$ cat src/rtl/riscv_ifu.sv
// Instruction fetch unit: issues word fetches, buffers returned instructions in a small FIFO
// and presents them to decode; branch redirects flush the buffer and drop stale responses.
package riscv_pkg;
  typedef struct packed {
    logic [31:0] pc;
    logic [31:0] instr;
  } ifu_t;
endpackage

module riscv_ifu
  import riscv_pkg::*;
#(
  parameter logic [31:0] RESET_PC   = 32'h0000_0000,
  parameter int unsigned FIFO_DEPTH = 4
) (
  input  logic        clock,
  input  logic        reset,
  output logic        imem_req_vld,
  output logic [31:0] imem_req_addr,
  input  logic        imem_req_rdy,
  input  logic        imem_rsp_vld,
  input  logic [31:0] imem_rsp_data,
  input  logic        bru_vld,
  input  logic [31:0] bru_pc,
  input  logic        idu_rdy,
  output logic        ifu_vld,
  output ifu_t        ifu
);

  localparam int unsigned PtrW = $clog2(FIFO_DEPTH);
  localparam int unsigned CntW = PtrW + 1;
  localparam logic [CntW-1:0] DepthC = CntW'(FIFO_DEPTH);
  localparam logic [CntW:0]   DepthW = (CntW + 1)'(FIFO_DEPTH);

  logic [31:0]     fetch_pc_q, fetch_pc_d;
  logic [31:0]     rsp_pc_q, rsp_pc_d;
  logic [CntW-1:0] outstanding_q, outstanding_d;
  logic [CntW-1:0] discard_q, discard_d;
  logic [CntW-1:0] count_q, count_d;
  logic [PtrW-1:0] rd_ptr_q, rd_ptr_d;
  logic [PtrW-1:0] wr_ptr_q, wr_ptr_d;
  ifu_t            fifo_q [FIFO_DEPTH];

  logic            req_fire, out_fire, push;
  logic [CntW:0]   credit_used;
  logic [31:0]     target_pc;

  always_comb begin
    // Credits cover both in-flight and buffered fetches, so a push can never overflow.
    credit_used   = {1'b0, outstanding_q} + {1'b0, count_q};
    imem_req_vld  = !reset && (credit_used < DepthW);
    imem_req_addr = fetch_pc_q;
    ifu_vld       = !reset && (count_q != '0);
    ifu           = fifo_q[rd_ptr_q];
    req_fire      = imem_req_vld && imem_req_rdy;
    out_fire      = ifu_vld && idu_rdy;
    // A response arriving alongside a redirect is already stale.
    push          = imem_rsp_vld && (discard_q == '0) && !bru_vld;
    target_pc     = bru_pc & ~32'h3;
  end

  always_comb begin
    fetch_pc_d    = fetch_pc_q;
    rsp_pc_d      = rsp_pc_q;
    discard_d     = discard_q;
    rd_ptr_d      = rd_ptr_q;
    wr_ptr_d      = wr_ptr_q;
    outstanding_d = outstanding_q + CntW'(req_fire) - CntW'(imem_rsp_vld);
    count_d       = count_q + CntW'(push) - CntW'(out_fire);

    if (req_fire) fetch_pc_d = fetch_pc_q + 32'd4;
    if (imem_rsp_vld && (discard_q != '0)) discard_d = discard_q - 1'b1;
    if (push) begin
      rsp_pc_d = rsp_pc_q + 32'd4;
      wr_ptr_d = wr_ptr_q + 1'b1;
    end
    if (out_fire) rd_ptr_d = rd_ptr_q + 1'b1;

    if (bru_vld) begin
      fetch_pc_d = target_pc;
      rsp_pc_d   = target_pc;
      discard_d  = outstanding_d;
      count_d    = '0;
      rd_ptr_d   = '0;
      wr_ptr_d   = '0;
    end
  end

  always_ff @(posedge clock) begin
    if (reset) begin
      fetch_pc_q    <= RESET_PC;
      rsp_pc_q      <= RESET_PC;
      outstanding_q <= '0;
      discard_q     <= '0;
      count_q       <= '0;
      rd_ptr_q      <= '0;
      wr_ptr_q      <= '0;
    end else begin
      fetch_pc_q    <= fetch_pc_d;
      rsp_pc_q      <= rsp_pc_d;
      outstanding_q <= outstanding_d;
      discard_q     <= discard_d;
      count_q       <= count_d;
      rd_ptr_q      <= rd_ptr_d;
      wr_ptr_q      <= wr_ptr_d;
    end
  end

  always_ff @(posedge clock) begin
    if (push) fifo_q[wr_ptr_q] <= '{pc: rsp_pc_q, instr: imem_rsp_data};
  end

  push_not_full: assert property (@(posedge clock) disable iff (reset)
    !(push && (count_q == DepthC)));

endmodule

$ cat config.mk
export PLATFORM = sky130hd
export DESIGN_NAME = riscv_ifu
export DESIGN_NICKNAME = d
export VERILOG_FILES = /design/src/rtl/riscv_ifu.sv
export SDC_FILE = /design/constraint.sdc
export NUM_CORES = 1
export LEC_CHECK = 0
export BUFFER_PORTS_ARGS = -buffer_cell sky130_fd_sc_hd__buf_2
export CAP_MARGIN = 20
export CORE_MARGIN = 5
export CORE_UTILIZATION = 45
export DETAILED_ROUTE_END_ITERATION = 10
export PLACE_DENSITY_LB_ADDON = 0.25
export SYNTH_ARGS = -nofsm -noshare
export SYNTH_HDL_FRONTEND = slang
export SYNTH_SLANG_ARGS = --single-unit
$ cat constraint.sdc
create_clock -name clock -period 3.9 [get_ports clock]
set_clock_uncertainty 0.05 [all_clocks]
set_input_delay 0.78 -clock clock [delete_from_list [all_inputs] [get_ports clock]]
set_output_delay 0.78 -clock clock [all_outputs]
set_load 0.05 [all_outputs]
* Word level (Yosys, flattened, before mapping) *
Memories as Yosys holds them, arrays and structs flattened. A register that Yosys moved wholly into a read port is not among the register bits.
Cells that the tools add are included.

cells by class
  magnitude comparators = 1
  muxes and demuxes = 10
  reduce and logical (&&, ||, !) cells = 16
  add/sub/neg operators = 10

operator list
  cell                                                                  number
  32-bit two-way mux                                                    4
  32-bit by 3-bit adder with 32-bit output, second input constant       2
  1-bit logical AND                                                     7
  3-bit by 1-bit adder with 3-bit output                                2
  3-bit two-way mux                                                     2
  2-bit nonzero test                                                    3
  3-bit nonzero test                                                    2
  3-bit by 1-bit subtractor with 3-bit output                           2
  2-bit by 1-bit adder with 2-bit output, second input constant         2
  3-bit by 3-bit adder with 4-bit output                                1
  4-bit by 3-bit < comparator with 1-bit output, second input constant  1
  2-bit two-way mux                                                     2
  3-bit zero test                                                       1
  3-bit by 1-bit subtractor with 3-bit output, second input constant    1
  1-bit zero test                                                       2
  1-bit two-way mux                                                     2
  2-bit OR reduction                                                    1

storage, ports and cells
  register bits = 77
  word-level logic and storage cells = 47
  memories kept = 1
  input port bits = 70
  bits in writable memories = 256
  output and inout port bits = 98

memories
  memory  depth  bits a word  rd ports  clocked after memory_dff  wr ports  RTL line  source
  fifo_q  4      64           1         1                         1         42        ifu_t fifo_q [FIFO_DEPTH];

* Logic depth before layout (Yosys ltp) *
  depth after elaboration = 7
  gate-level depth with buffers = 13
  mapped depth without buffers = 11

* Worst setup path before layout *
No wires, ideal clock.

  path type = input port to flip-flop
  from = input imem_rsp_vld
  to = memory fifo_q[0][0] (netlist bit) (enable)
  required time = 3,423 ps
  stages on the path = 4
  arrival = 2,962 ps
  buffers on the path = 2
  setup slack = 461 ps
  library setup time = 427 ps
  cell sequence = and3b_1 -> buf_2 -> buf_1 -> and3_1

on the way
  cells in the longest elaborated chain, start to end = 4

ends and longest elaborated chain
  what                                     RTL line  source
  from (decl)                              21        input logic imem_rsp_vld,
  1-bit logical AND (2 in a row)           58        push = imem_rsp_vld && (discard_q == '0) && !bru_vld;
  1-bit two-way mux                        110       if (push) fifo_q[wr_ptr_q] <= '{pc: rsp_pc_q, instr: imem_rsp_data};
  1-bit two-way mux (not written as such)  110
  to (decl)                                42

Every way passes these cells.

==> reports/metrics.json <==
{
  "run_status": "finished clean",
  "antenna_cells_inserted": 0,
  "endpoint_kind": "primary output",
  "cellPowerDensity_nw_per_um2": 509,
  "share_of_post_route_cells_with_drive_strength_above_1_pct": 29.0,
  "critical_r2r_capture": "discard_q[2]",
  "remaining_drc_errors": 0,
  "timing.max_slew.rel_slack_pct": 48.0,
  "dieWidth_um": 182,
  "critical-path-max-stage-delay_ps": 640,
  "antenna_found_initial": 1,
  "number_of_buffers_created_by_cts": 34,
  "drt-vias-per-instance": 5.57,
  "worst_hold_path.num_cells": 1,
  "unique_masters_post_synth": 56,
  "yosys_most_used_dff": "sky130_fd_sc_hd__edfxtp_1",
  "clock_insertion_delay_worst_skew_ps": 510,
  "cts_tree": "yes",
  "critPathRequiredTime_ps": 3070,
  "critical_path_at_ps": 2290,
  "fin_crit_sh_pct": 80.1,
  "placement.io_buffers": 161,
  "grt_overflow": 0,
  "timing_max_transition_violations_final": 0,
  "clock_tree.buffer_depth": 3,
  "crit_path_cell_trace": "buf_4, mux4_2, buf_2",
  "detailedPlace.worstSlack_ps": 911,
  "layout.cells.most_common_list": "248 x sky130_fd_sc_hd__edfxtp_1, 161 x sky130_fd_sc_hd__buf_2, 73 x sky130_fd_sc_hd__dfxtp_1",
  "floorplan.die.height_um": 182,
  "slew_at_the_pin_with_the_worst_max_slew_slack_ps": 779,
  "critPathSlowestCell": "sky130_fd_sc_hd__dfxtp_4",
  "fin_setup_tns_ps": 0,
  "yosys.area.top_type_share_pct": 55.9,
  "maxClockFrequency_ghz": 0.320,
  "synth_enable_flop_cells": 248,
  "dp_hpwl_mm": 18.8,
  "most_area_hungry_cell_type_in_the_yosys_netlist": "sky130_fd_sc_hd__edfxtp_1",
  "final-hold-violation-count": 0,
  "min_to": "fifo_q[2][17]",
  "grt_start_max_net_pins": 63,
  "r2r_start": "outstanding_q[2]",
  "wl_per_cell_um": 19.8,
  "commonest_non_fill_non_tap_cell_in_the_layout": "sky130_fd_sc_hd__edfxtp_1",
  "path_delay_family": "flip-flops",
  "vias": 8059,
  "ys_top_cells_by_area": "sky130_fd_sc_hd__edfxtp_1 56%, sky130_fd_sc_hd__dfxtp_1 11%, sky130_fd_sc_hd__mux4_2 10%",
  "synth-warning-count": 0,
  "area_delta_synth_final_pct": 18.0,
  "io_pins": 168,
  "via_count_of_the_first_global_routing_pass": 8067,
  "drv.max_cap_violation_count": 0,
  "timing.hold.worst.start": "imem_rsp_data[17]",
  "cts_root_buffer": "sky130_fd_sc_hd__clkbuf_16",
  "numClockSinks": 323,
  "num-fill-cells": 2426,
  "reg2reg_setup_slack_ps": 1250,
  "yosysSeqAreaShare_pct": 67.2,
  "leakage_nw": 5.44,
  "worst-path-buf-inv": 2,
  "die_area_sq_um": 33100,
  "setup_ws_ps": 775,
  "r2r_cells": 11,
  "drt_pre_antenna_iters": 5,
  "gr-usage-all-layers_pct": 17.1,
  "hp-class": "input pin to flip-flop",
  "cts_hold_buf": 0,
  "timing.final.crit_period_ps": 3120,
  "initial_core_util_pct": 45.3,
  "syn_avg_cell_area_sq_um": 15.5,
  "fin_util_pct": 53.4,
  "wire_length_of_the_first_global_routing_pass_mm": 45.1,
  "final_net_count": 1117,
  "drt.antenna.violating_nets": 0,
  "cts.htree.levels": 2,
  "count_of_placed_standard_cells_in_the_final_layout_fillers_left_out": 1447,
  "setup_viol": 0,
  "cts.repair.resized": 0,
  "crit_fanout": 21,
  "cts.reportedPaths.clkPinSlew_ps": 60,
  "grt_setup_unrepaired": "false",
  "dr.first_iter.drc_count": 465,
  "synth_seq_cells": 323,
  "floorplan.rows": 63,
  "ys_async_sr_fraction_pct": 0,
  "syn-cell-area_sq_um": 13300,
  "post_cts_buffers": 0,
  "netlist_instances": 861,
  "coreArea_sq_um": 29400,
  "power_w": 0.00800,
  "setup_crit_path_kind": "flip-flop to primary output",
  "peakVddDrop_uv": 262,
  "dp.cells": 1385,
  "wl_mm": 28.7,
  "gp_congestion": 0.847,
  "start_kind": "flip-flop"
}
[power breakdown]
group | total (W) | switching [W] | internal (W)
Combinational | 0.000887 | 0.000609 | 0.000277
Clock | 0.00314 | 0.00129 | 0.00185
Sequential | 0.00398 | 0.000118 | 0.00386
[final cells by class]
type                       instances  area [sq um]  share of cell area, %
clock buffer                      43           905                   5.76
clock inverter                    19           185                   1.18
sequential                       323          8950                   57.0
timing repair buffer             182          1030                   6.53
inverter                          33           124                  0.788
tap                              390           488                   3.11
multi-input combinational        457          4030                   25.7
[metal layers]
| metal | part of all wire, % | global-route usage [%] |
|---|---|---|
| met5 | 0.024 | 0 |
| met4 | 1.4 | 3.51 |
| met3 | 6.5 | 3.61 |
| met2 | 47 | 27.3 |
| met1 | 45 | 24.5 |
[cell families (layout without fill, tap and decap cells)]
kind of cell	count (synthesis)	in the layout	synth area share [%]
DFF	323	323	67.2
and+or+nand+nor	220	220	9.40
AOI/OAI and AO/OA	132	132	7.10
buffers and inverters	84	277	2.63
muxes	63	63	10.6
xor gates and xnor gates	22	22	1.45
adders and majority gates	16	16	1.62
other	1	4	0.0282
[synth_stat cells, types with 11 or more instances]
cell type,number
sky130_fd_sc_hd__a211oi_1,11
sky130_fd_sc_hd__a21boi_0,15
sky130_fd_sc_hd__a21oi_1,26
sky130_fd_sc_hd__a31oi_1,12
sky130_fd_sc_hd__and3_1,16
sky130_fd_sc_hd__and4_1,16
sky130_fd_sc_hd__clkbuf_1,32
sky130_fd_sc_hd__dfxtp_1,75
sky130_fd_sc_hd__edfxtp_1,248
sky130_fd_sc_hd__ha_1,14
sky130_fd_sc_hd__inv_1,33
sky130_fd_sc_hd__mux4_2,62
sky130_fd_sc_hd__nand2_1,36
sky130_fd_sc_hd__nand3_1,24
sky130_fd_sc_hd__nand4_1,26
sky130_fd_sc_hd__nor2_1,29
sky130_fd_sc_hd__nor3_1,18
sky130_fd_sc_hd__nor4_1,17
sky130_fd_sc_hd__o31a_1,19
sky130_fd_sc_hd__o31ai_1,11
sky130_fd_sc_hd__xnor2_1,13
[sequential cells by signal, indices dropped and copies added (netlist names), named ones only]
| signal | flops |
|---|---|
| rd_ptr_q | 2 |
| count_q | 3 |
| rsp_pc_q | 30 |
| imem_req_addr | 30 |
| discard_q | 3 |
| outstanding_q | 3 |
| wr_ptr_q | 2 |
| fifo_q | 248 |
[through the flow]
step                      hold WS, ps  cell area (sq um)
after floorplan                   416              13300
after global placement            438              14600
after detailed placement          447              14600
after CTS                         410              15700
after global routing              415              15700
final                             434              15700
[how the worst max path moves through the flow]
| stage | slack (ps) | end | start | cells past startpoint |
|---|---|---|---|---|
| finish | 780 | ifu[45] | flip-flop | 3 |
| global route | 600 | ifu[45] | flip-flop | 3 |
| CTS | 690 | ifu[45] | flip-flop | 3 |
| detailed placement | 910 | imem_req_vld | reset | 5 |
| global placement | 910 | imem_req_vld | reset | 5 |
| floorplan | 460 | fifo_q[0][0] | imem_rsp_vld | 4 |
Note: power is estimated with default switching activity, not from simulation.
